File: config.mk
export PLATFORM = sky130hd
export DESIGN_NAME = sequence_generator_flat
export DESIGN_NICKNAME = d
export VERILOG_FILES = /design/src/rtl/sequence_generator_if.sv /design/src/rtl/sequence_generator.sv /design/src/flat_wrapper.sv
export SDC_FILE = /design/constraint.sdc
export NUM_CORES = 1
export LEC_CHECK = 0
export CAP_MARGIN = 20
export CORE_MARGIN = 4
export CORE_UTILIZATION = 49
export DETAILED_ROUTE_END_ITERATION = 8
export PLACE_DENSITY = 0.75
export SLEW_MARGIN = 20
export SYNTH_ARGS = -nofsm -noshare
export SYNTH_HDL_FRONTEND = slang
export SYNTH_SLANG_ARGS = --single-unit
File: constraint.sdc
create_clock -name clk -period 2.37 [get_ports clk]
set_clock_uncertainty 0.15 [all_clocks]
set_input_delay 0.3555 -clock clk [delete_from_list [all_inputs] [get_ports clk]]
set_output_delay 0.3555 -clock clk [all_outputs]
set_load 0.03 [all_outputs]
File: src/rtl/sequence_generator_if.sv
`default_nettype none
// ============================================================================
//  Module      : sequence_generator_if
//  Description : Control/serial-stream bundle for the sequence generator.
//  Revision    : 1.0 - initial release
// ============================================================================
interface sequence_generator_if #(
    parameter int WIDTH = 5,
    parameter int CNT_W = 8,
    parameter int GAP_W = 4
);
    localparam int LEN_W = $clog2(WIDTH + 1);

    logic             start;
    logic [WIDTH-1:0] pattern;
    logic [LEN_W-1:0] len;
    logic [CNT_W-1:0] repeat_n;
    logic [GAP_W-1:0] gap;
    logic             abort;
    logic             x_out;
    logic             x_valid;
    logic             busy;
    logic             done;

    modport master (
        output start, pattern, len, repeat_n, gap, abort,
        input  x_out, x_valid, busy, done
    );

    modport slave (
        input  start, pattern, len, repeat_n, gap, abort,
        output x_out, x_valid, busy, done
    );
endinterface
`default_nettype wire

File: src/rtl/sequence_generator.sv
`default_nettype none
// ============================================================================
//  Module      : sequence_generator
//  Description : Captures a pattern on start and shifts it out MSB-first,
//                optionally repeating it with programmable idle gaps.
//  Revision    : 1.0 - initial release
// ============================================================================
module sequence_generator #(
    parameter int WIDTH = 5,
    parameter int CNT_W = 8,
    parameter int GAP_W = 4
) (
    input  wire                  clk,
    input  wire                  reset,
    sequence_generator_if.slave  bus
);
    localparam int              LW        = $clog2(WIDTH + 1);
    localparam logic [LW-1:0]   c_WIDTH_L = LW'(WIDTH);
    localparam logic [LW-1:0]   c_ONE_L   = LW'(1);

    typedef enum logic [1:0] {
        ST_IDLE = 2'd0,
        ST_SEND = 2'd1,
        ST_GAP  = 2'd2
    } state_t;

    state_t           state_q, state_d;
    logic [WIDTH-1:0] pat_q, pat_d;
    logic [LW-1:0]    len_q, len_d;
    logic [LW-1:0]    idx_q, idx_d;
    logic [CNT_W-1:0] rep_q, rep_d;
    logic [GAP_W-1:0] gap_q, gap_d;
    logic [GAP_W-1:0] gcnt_q, gcnt_d;
    logic             x_out_q, x_out_d;
    logic             x_valid_q, x_valid_d;
    logic             busy_q, busy_d;
    logic             done_q, done_d;

    logic [LW-1:0]    w_len_eff;

    // Zero or out-of-range lengths fall back to the full pattern width.
    assign w_len_eff = ((bus.len == '0) || (bus.len > c_WIDTH_L)) ? c_WIDTH_L : bus.len;

    always_ff @(posedge clk) begin
        if (reset) begin
            state_q   <= ST_IDLE;
            pat_q     <= '0;
            len_q     <= '0;
            idx_q     <= '0;
            rep_q     <= '0;
            gap_q     <= '0;
            gcnt_q    <= '0;
            x_out_q   <= 1'b0;
            x_valid_q <= 1'b0;
            busy_q    <= 1'b0;
            done_q    <= 1'b0;
        end else begin
            state_q   <= state_d;
            pat_q     <= pat_d;
            len_q     <= len_d;
            idx_q     <= idx_d;
            rep_q     <= rep_d;
            gap_q     <= gap_d;
            gcnt_q    <= gcnt_d;
            x_out_q   <= x_out_d;
            x_valid_q <= x_valid_d;
            busy_q    <= busy_d;
            done_q    <= done_d;
        end
    end

    always_comb begin
        state_d = state_q;
        pat_d   = pat_q;
        len_d   = len_q;
        idx_d   = idx_q;
        rep_d   = rep_q;
        gap_d   = gap_q;
        gcnt_d  = gcnt_q;
        done_d  = 1'b0;

        unique case (state_q)
            ST_IDLE: begin
                if (bus.start && !bus.abort) begin
                    pat_d   = bus.pattern;
                    len_d   = w_len_eff;
                    rep_d   = bus.repeat_n;
                    gap_d   = bus.gap;
                    idx_d   = w_len_eff - c_ONE_L;
                    state_d = ST_SEND;
                end
            end
            ST_SEND: begin
                if (bus.abort) begin
                    state_d = ST_IDLE;
                end else if (idx_q == '0) begin
                    if (rep_q == '0) begin
                        state_d = ST_IDLE;
                        done_d  = 1'b1;
                    end else begin
                        rep_d = rep_q - 1'b1;
                        if (gap_q == '0) begin
                            idx_d = len_q - c_ONE_L;
                        end else begin
                            gcnt_d  = gap_q;
                            state_d = ST_GAP;
                        end
                    end
                end else begin
                    idx_d = idx_q - c_ONE_L;
                end
            end
            ST_GAP: begin
                if (bus.abort) begin
                    state_d = ST_IDLE;
                end else if (gcnt_q <= GAP_W'(1)) begin
                    gcnt_d  = '0;
                    idx_d   = len_q - c_ONE_L;
                    state_d = ST_SEND;
                end else begin
                    gcnt_d = gcnt_q - 1'b1;
                end
            end
            default: state_d = ST_IDLE;
        endcase

        // Outputs are a registered image of the next state.
        x_valid_d = (state_d == ST_SEND);
        busy_d    = (state_d != ST_IDLE);
        x_out_d   = x_valid_d & pat_d[idx_d];
    end

    assign bus.x_out   = x_out_q;
    assign bus.x_valid = x_valid_q;
    assign bus.busy    = busy_q;
    assign bus.done    = done_q;
endmodule
`default_nettype wire

File: src/flat_wrapper.sv
// flat-port wrapper written by rule: the top's interface ports become plain ports
module sequence_generator_flat 
#(
    parameter int WIDTH = 5,
    parameter int CNT_W = 8,
    parameter int GAP_W = 4
)
  (clk, reset, bus_start, bus_pattern, bus_len, bus_repeat_n, bus_gap, bus_abort, bus_x_out, bus_x_valid, bus_busy, bus_done);
  sequence_generator_if #(.WIDTH(WIDTH), .CNT_W(CNT_W), .GAP_W(GAP_W)) bus_i ();
  input  wire clk;
  input  wire reset;
  input wire logic [$bits(bus_i.start)-1:0] bus_start;
  input wire logic [$bits(bus_i.pattern)-1:0] bus_pattern;
  input wire logic [$bits(bus_i.len)-1:0] bus_len;
  input wire logic [$bits(bus_i.repeat_n)-1:0] bus_repeat_n;
  input wire logic [$bits(bus_i.gap)-1:0] bus_gap;
  input wire logic [$bits(bus_i.abort)-1:0] bus_abort;
  output wire logic [$bits(bus_i.x_out)-1:0] bus_x_out;
  output wire logic [$bits(bus_i.x_valid)-1:0] bus_x_valid;
  output wire logic [$bits(bus_i.busy)-1:0] bus_busy;
  output wire logic [$bits(bus_i.done)-1:0] bus_done;
  assign bus_i.start = bus_start;
  assign bus_i.pattern = bus_pattern;
  assign bus_i.len = bus_len;
  assign bus_i.repeat_n = bus_repeat_n;
  assign bus_i.gap = bus_gap;
  assign bus_i.abort = bus_abort;
  assign bus_x_out = bus_i.x_out;
  assign bus_x_valid = bus_i.x_valid;
  assign bus_busy = bus_i.busy;
  assign bus_done = bus_i.done;
  sequence_generator #(.WIDTH(WIDTH), .CNT_W(CNT_W), .GAP_W(GAP_W)) u_core (.clk(clk), .reset(reset), .bus(bus_i));
endmodule
# After elaboration in Yosys (flattened, before gate mapping)
# Index checks and enable logic that the tools add are counted.
totals:
  out_inout_bits: 4
  word_cells: 80
  regBits: 33
  inputBits: 24
classes:
  order_cmp: 3
  n_eq_ne: 9
  add_sub_neg: 5
  n_reduce_logical: 15
  n_mux: 34
  bitwise: 3
op_table:
  columns: ["operator", "count"]
  rows:
  - ["8-bit two-way mux", 4]
  - ["3-bit two-way mux", 8]
  - ["4-bit two-way mux", 6]
  - ["8-bit one-hot mux with 2 select lines", 1]
  - ["2-bit two-way mux", 7]
  - ["5-bit two-way mux", 2]
  - ["3-bit one-hot mux with 3 select lines", 1]
  - ["3-bit by 1-bit subtractor with 3-bit output (second input constant)", 3]
  - ["8-bit logical NOT", 1]
  - ["2-bit != test (second input constant)", 4]
  - ["4-bit one-hot mux with 2 select lines", 1]
  - ["8-bit by 1-bit subtractor with 8-bit output (second input constant)", 1]
  - ["3-bit logical NOT", 2]
  - ["2-bit one-hot mux with 3 select lines", 1]
  - ["6-bit AND reduction", 1]
  - ["2-bit nonzero test", 3]
  - ["5-bit AND reduction", 1]
  - ["2-bit by 1-bit == test with 1-bit output (second input constant)", 2]
  - ["4-bit by 1-bit less-or-equal comparator with 1-bit output (second input constant)", 1]
  - ["4-bit logical NOT", 1]
  - ["3-bit by 4-bit < comparator with 1-bit output (second input constant)", 1]
  - ["2-bit by 1-bit != test with 1-bit output (second input constant)", 2]
  - ["4-bit OR reduction", 1]
  - ["4-bit by 1-bit subtractor with 4-bit output (second input constant)", 1]
  - ["11 further kinds", 13]

# Longest topological paths before layout
logic_depth:
  ltp_word: 9
  ltp_mapped: 10
  ltp_nobuf: 9

# Worst setup path before layout
# OpenSTA, ideal clock, no wires.
synth_path:
  path_kind: "reg2reg"
  start: "register u_core.rep_q[0]"
  end: "register u_core.x_out_q, in the netlist u_core.bus.x_out"
  arrival_time_ns: 2.080
  path_stages_with_launch: 11
  setup_time_ns: 0.117
  path_buffers: 1
  slack_ns: 0.023
  period_less_slack_ns: 2.347
  required_time_ns: 2.103
  path_cell_list: "dfxtp_1 inv_1 ha_1 or3b_1 buf_2 o21ai_2 nand2_1 mux2i_1 a221oi_1 mux2i_1 o21ai_1"
synth_via:
  elab_chain_len: 8
  word_cells_on_any_way: 13
  classes_between: "eq/ne (1); mux (10); bitwise (1); reduce/logical (1)"
synth_rtl:
  columns: ["element", "line", "rtl"]
  rows:
  - ["start, declared", "sequence_generator.sv:31", "logic [CNT_W-1:0] rep_q, rep_d;"]
  - ["start signal, assigned", "sequence_generator.sv:62", "rep_q <= rep_d;"]
  - ["8-bit logical NOT *", "sequence_generator.sv:97", "if (rep_q == '0) begin"]
  - ["3-bit two-way mux", "sequence_generator.sv:97", null]
  - ["3-bit two-way mux", "sequence_generator.sv:96", "end else if (idx_q == '0) begin"]
  - ["3-bit two-way mux", "sequence_generator.sv:94", "if (bus.abort) begin"]
  - ["3-bit one-hot mux with 3 select lines", "sequence_generator.sv:82", "unique case (state_q)"]
  - ["1-bit binary-select mux with 3-bit select", "sequence_generator.sv:130", "x_out_d = x_valid_d & pat_d[idx_d];"]
  - ["1-bit two-way mux (implied by the code)", "sequence_generator.sv:130", null]
  - ["1-bit AND *", "sequence_generator.sv:130", null]
  - ["end signal, assigned", "sequence_generator.sv:65", "x_out_q <= x_out_d;"]
  - ["end, declared", "sequence_generator.sv:34", "logic x_out_q, x_out_d;"]
# Every way passes the cells marked *; elsewhere a longest branch is shown, timed or not. The select of a mux whose other input is x is not followed.
# A chain may end at the register's enable or synchronous reset.

# Worst setup path in the final report
layout_path:
  start: "register u_core.rep_q[0]"
  end: "register u_core.gcnt_q[2]"
layout_via:
  elab_chain_len: 3
layout_rtl:
  columns: ["element", "line", "rtl"]
  rows:
  - ["8-bit logical NOT", "sequence_generator.sv:97", null]
  - ["2-bit != test (no line)", null, null]
  - ["6-bit AND reduction (no line)", null, null]
  - ["end signal, assigned", "sequence_generator.sv:64", "gcnt_q <= gcnt_d;"]
  - ["end, declared", "sequence_generator.sv:33", "logic [GAP_W-1:0] gcnt_q, gcnt_d;"]
# Every way passes these cells.

==> results.yml <==
status:
  status: "finished clean"
global_route:
  grt_start_max_net_pins: 21
  grt_pass1_vias: 1688
  antenna_found_initial: 0
  track_usage_pct: 18.9
  gr-total-overflow: 0
  grt_pass1_wl_mm: 7.67
placed_design:
  io_buffers: 27
  hpwl_mm: 3.38
  placed_cells: 323
  finalWeightedCongestion: 0.908
critical_path:
  crit_fanout: 7
  critPathCaptureType: "flip-flop"
  startpoint_type: "flip-flop"
  path_class: "reg2reg"
  arrival_ns: 2.34
  reg2reg_setup_slack_ns: 0.07
  required_ns: 2.40
clocking:
  htree_levels: 2
  path_clk_slew_ns: 0.08
  root_buffer: "clkbuf_8"
  clock_path_buffers: 2
  hold_buffers: 0
  cts_buffers: 5
  clk_latency_ns: 0.30
  cts_tree: "built"
  cts.sinks: 33
cells_and_area:
  final_nets: 315
  multi_input_area_sq_mm: 0.00128
  antenna_cells: 0
  fillers: 265
  synthToLayoutAreaGrowth_pct: 36.0
  final_cells: 333
  utilization_pct: 70.6
  seq_area_sq_um: 669
  drive_gt1_share_pct: 24.2
logic_synthesis:
  yosysTopAreaCellShare_pct: 33.7
  synth_edf_count: 0
  ys_ff_latch: 33
  avgSynthCellArea_sq_um: 8.45
  netlist_instances: 232
  syn_nets: 263
  ys_types: 51
  yosys_warnings: 0
  ys.flop_type: "dfxtp_1"
  synth-seq-area-share_pct: 33.7
  syn-cell-area_sq_mm: 0.00196
  synth-async-reset-ratio_pct: 0
  synth_area_leaders: "dfxtp_1, nand2_1, nor2_1"
  synth_area_leader_cell: "dfxtp_1"
job:
  maxCapViolations: 0
worst_hold_path:
  hold_path_class: "reg2reg"
pwr:
  ir_worst_vdd_uv: 349
  power.density_mw_per_mm2: 598
  p_leak_nw: 1.03
detailed_routing:
  avgRoutedWirePerCell_um: 14.5
  route.detailed.drc: 0
  vias: 1916
  vias_per_cell: 5.75
  ant_nets: 0
  drt_first_iter_violations: 133
  wirelength_mm: 4.83
  firstDrtPassIters: 4
timing:
  slew_headroom_pct: 68.0
  rsz0062_at_grt: "false"
  fmaxAchievable_ghz: 0.434
  setup_viol: 0
  drv_slew: 0
  period_minus_slack_ns: 2.30
  tns_ns: 0
  worst_pin_slew_ns: 0.477
  period_share_pct: 97.3
  hold_viol_final: 0
floorplanning:
  die_area_sq_mm: 0.00507
  core_area_sq_mm: 0.00377
  start_util_pct: 52.0
  num_rows: 22
  die_w_um: 71.2
  ios: 28
  fp.dieH_um: 71.2
[synth_stat cells, types with 4 or more instances]
cell type	n
nand2b_1	10
a21oi_1	16
a22oi_1	5
ha_1	7
nor2b_1	4
nand3_1	4
clkbuf_1	6
dfxtp_1	33
o31ai_1	4
buf_2	6
a211oi_1	5
nor3_1	4
nand2_1	34
nor2_1	26
mux2i_1	7
inv_1	8
o21ai_0	11
[worst max-delay path: stages, from the launching register on]
cell	delay, ns
dfxtp_2	0.34
inv_2	0.05
ha_4	0.15
or3b_4	0.27
nor2_1	0.10
or4_4	0.58
a21oi_4	0.23
o21a_1	0.15
nand2b_1	0.10
a21oi_1	0.07
[what timing repair did]
| action | CTS | global route |
|---|---|---|
| setup buffers | 1 | 1 |
| pin swaps | 1 | 6 |
| gates resized for setup | 1 | 21 |
| hold endpoints to repair | 0 | 0 |
| cloned | 0 | 0 |
| endpoints found under the setup margin | 4 | 8 |
[layout by cell type, fill, tap and decap left out, drive strengths merged, types with 2 or more instances in the layout]
cell           instances
a211oi                 5
a21oi                 17
a221oi                 2
a22oi                  5
a311oi                 2
buf                   31
clkbuf                 7
clkdlybuf4s50         26
dfxtp                 33
ha                     7
inv                    8
mux2i                  7
nand2                 34
nand2b                10
nand3                  4
nor2                  26
nor2b                  4
nor3                   4
nor4                   3
o21a                   2
o21ai                 15
o221ai                 2
o31ai                  4
or3b                   2
or4                    2
xor2                   2
[routing by layer]
layer  track usage [%]  wire length (um)
met4              7.72                90
met5                 0                 0
met2              30.4              2180
met3              4.49               416
met1              24.1              2150
[cell families (layout without fill, tap and decap cells)]
| kind of cell | after synthesis | after routing | synth area share [%] |
|---|---|---|---|
| AOI/OAI and AO/OA | 65 | 65 | 25.5 |
| DFF | 33 | 33 | 33.7 |
| xor gates and xnor gates | 2 | 2 | 0.894 |
| buffers and inverters | 21 | 74 | 4.60 |
| muxes | 8 | 8 | 4.92 |
| adders and majority gates | 7 | 7 | 4.47 |
| and+or+nand+nor | 96 | 96 | 25.9 |
[flip-flops by register name (all words and copies together), names as in the netlist]
name                flops
u_core.bus.x_out        1
u_core.bus.busy         1
u_core.gcnt_q           4
u_core.gap_q            4
u_core.pat_q            5
u_core.rep_q            8
u_core.len_q            3
u_core.bus.done         1
u_core.idx_q            3
u_core.state_q          2
u_core.bus.x_valid      1
[through the flow]
stage	hold WS (ns)	worst slack, ns	power, W	instance area (sq um)
global placement	0.291	-0.203	0.000991	2450
CTS	0.302	0.00551	0.00155	2570
finish	0.312	0.0651	0.00159	2660
global route	0.339	0.00259	0.00167	2660
detailed placement	0.295	-0.242	0.000996	2450
floorplan	0.282	0.0234	0.000847	1960
[where the power goes]
part           internal (W)  switching (W)  total (W)  leakage (nW)
logic              0.000213       0.000207   0.000420         0.698
clock network      0.000343       0.000217   0.000559        0.0585
registers          0.000585      0.0000274   0.000612         0.272
[path summary, 6_finish.rpt]
path	from	endpoint	cells past startpoint
setup / recovery	u_core.rep_q[0]	u_core.gcnt_q[2]	9
hold / removal	u_core.pat_q[0]	u_core.pat_q[0]	2
setup reg to reg	u_core.rep_q[0]	u_core.gcnt_q[2]	9
hold reg to reg	u_core.pat_q[0]	u_core.pat_q[0]	2
[area by class of cell]
class | instances | share of cell area, %
flip-flops and latches | 33 | 25.1
repair buffers | 58 | 19.1
well taps | 48 | 2.25
clock inverters | 1 | 1.13
clock buffers | 7 | 3.24
multi-input cells | 178 | 48.0
inverters | 8 | 1.13
Power figures use the tool's default switching activity.
==> variant: new RTL, same flow settings <==
The 3 states of `state_t` get a one-hot encoding in 3 bits.
--- a/src/rtl/sequence_generator.sv
+++ b/src/rtl/sequence_generator.sv
@@ -19,8 +19,8 @@
     localparam logic [LW-1:0]   c_ONE_L   = LW'(1);
 
-    typedef enum logic [1:0] {
-        ST_IDLE = 2'd0,
-        ST_SEND = 2'd1,
-        ST_GAP  = 2'd2
+    typedef enum logic [2:0] {
+        ST_IDLE = 3'b001,
+        ST_SEND = 3'b010,
+        ST_GAP  = 3'b100
     } state_t;
 
Check against the original RTL: no difference found for any inputs over 10 cycles, from zero or initial values and one cycle with reset high; not proved beyond that.
==> variant against the original RTL <==
Sequential power is 1% higher. Global-route usage is 0.41 points higher. Wire length is 2.2% lower. Hold slack better by 0.0092 ns. Sequential cell count is 1 higher. Final cell count is 4.5% higher. Cell area is 1.0% lower. Area after synthesis is 0.26% higher. Clock power is 7.2% lower. Total power is 9.5% lower. Worst setup slack better by 0.022 ns. Largest power group unchanged.
==> variant: results <==
synthesis:
  synth_common_cells: "dfxtp_1, nor2_1, nand2_1"
  synth_cell_types: 50
  syn-num-nets: 280
  ys_top_cells_by_area: "dfxtp_1, nor2_1, a21oi_1"
  synth_top_cell_area_share: 0.3465
status:
  status: "finished clean"
placement:
  place_hpwl_um: 3555
  pre_cts_ws_ns: -0.06043
  gp_congestion: 0.8822
  place_area_sq_um: 2452
layout:
  nets: 330
  drive_gt1_frac: 0.1900
clock_tree:
  clk_pin_slew_ns: 0.06
routing:
  via_per_inst: 5.621
  drt-initial-drc-count: 114
global_routing:
  grt.total_usage: 0.1926
  grt_pass1_wl_um: 7886
  grt_pass1_vias: 1853
  grt_max_degree: 19
worst_setup_path:
  worstReg2RegStart: "u_core.gap_q[2]"
  critPathSlowestCell: "or4_1"
  arrival_ns: 2.36
  crit_family: "compound AO/OA/AOI/OAI gates"
  regToRegSetupSlack_ns: 0.09
pwr:
  p_leak_nw: 0.9992
  ir_drop_mv: 0.4145
[variant: report_power, final]
part | switching [mW] | total, mW | internal (mW)
Combinational | 0.148 | 0.303 | 0.155
Sequential | 0.0228 | 0.619 | 0.596
Clock | 0.205 | 0.519 | 0.314
[variant: worst min-delay path, cell delays in order, from the launching register on]
cell	delay, ns
dfxtp_1	0.30
nand2_1	0.07
a21oi_1	0.06
[variant: final cells by class]
type | instances | area, sq um | share of cell area
clock buffers | 7 | 76.32 | 0.02895
clock inverters | 1 | 30.03 | 0.01139
inverters | 14 | 52.55 | 0.01993
multi-input cells | 187 | 1241 | 0.4708
flip-flops and latches | 34 | 680.7 | 0.2582
well taps | 48 | 60.06 | 0.02278
repair buffers | 57 | 495.5 | 0.1879
[variant: worst max path at each step]
stage,slack [ns],to,startpoint,depth (start not counted)
2_1_floorplan,0.20,u_core.bus.x_out,u_core.idx_q[0],9
3_3_place_gp,0.02,u_core.bus.x_out,bus_abort,9
3_5_place_dp,-0.06,u_core.bus.x_out,bus_abort,9
4_1_cts,0.03,u_core.bus.x_out,u_core.gcnt_q[0],10
5_1_grt,-0.03,u_core.bus.x_out,u_core.rep_q[0],9
6_report,0.09,u_core.bus.x_out,u_core.gap_q[2],7
[variant: metrics by stage]
stage	TNS, ns	std cells
floorplan	0	249
global placement	0	339
detailed placement	-0.06043	339
CTS	0	347
global route	-0.03431	348
finish	0	348
[variant: cells by family after synthesis]
logic type / Yosys count / share of synthesized area
simple gates: 98 / 0.2624
compound gates: 77 / 0.2656
flops: 34 / 0.3465
buf+inv: 28 / 0.05732
fa+ha+maj: 7 / 0.04458
xor+xnor: 3 / 0.01338
mux: 2 / 0.01019
[variant: repair_timing]
item / CTS / global route
gates resized for setup: 2 / 12
buffers inserted: 0 / 1
pin swaps: 0 / 5
endpoints found under the setup margin: 1 / 4
[variant: routing by layer]
metal | GRT usage | part of all wire | vias to the layer above | routed length, um
met5 | 0 | 0 | - | 0
met4 | 0.1002 | 0.029 | 0 | 137
met3 | 0.05470 | 0.043 | 13 | 204
met2 | 0.3092 | 0.47 | 44 | 2213
met1 | 0.2331 | 0.46 | 899 | 2169
li1 | - | - | 1000 | -
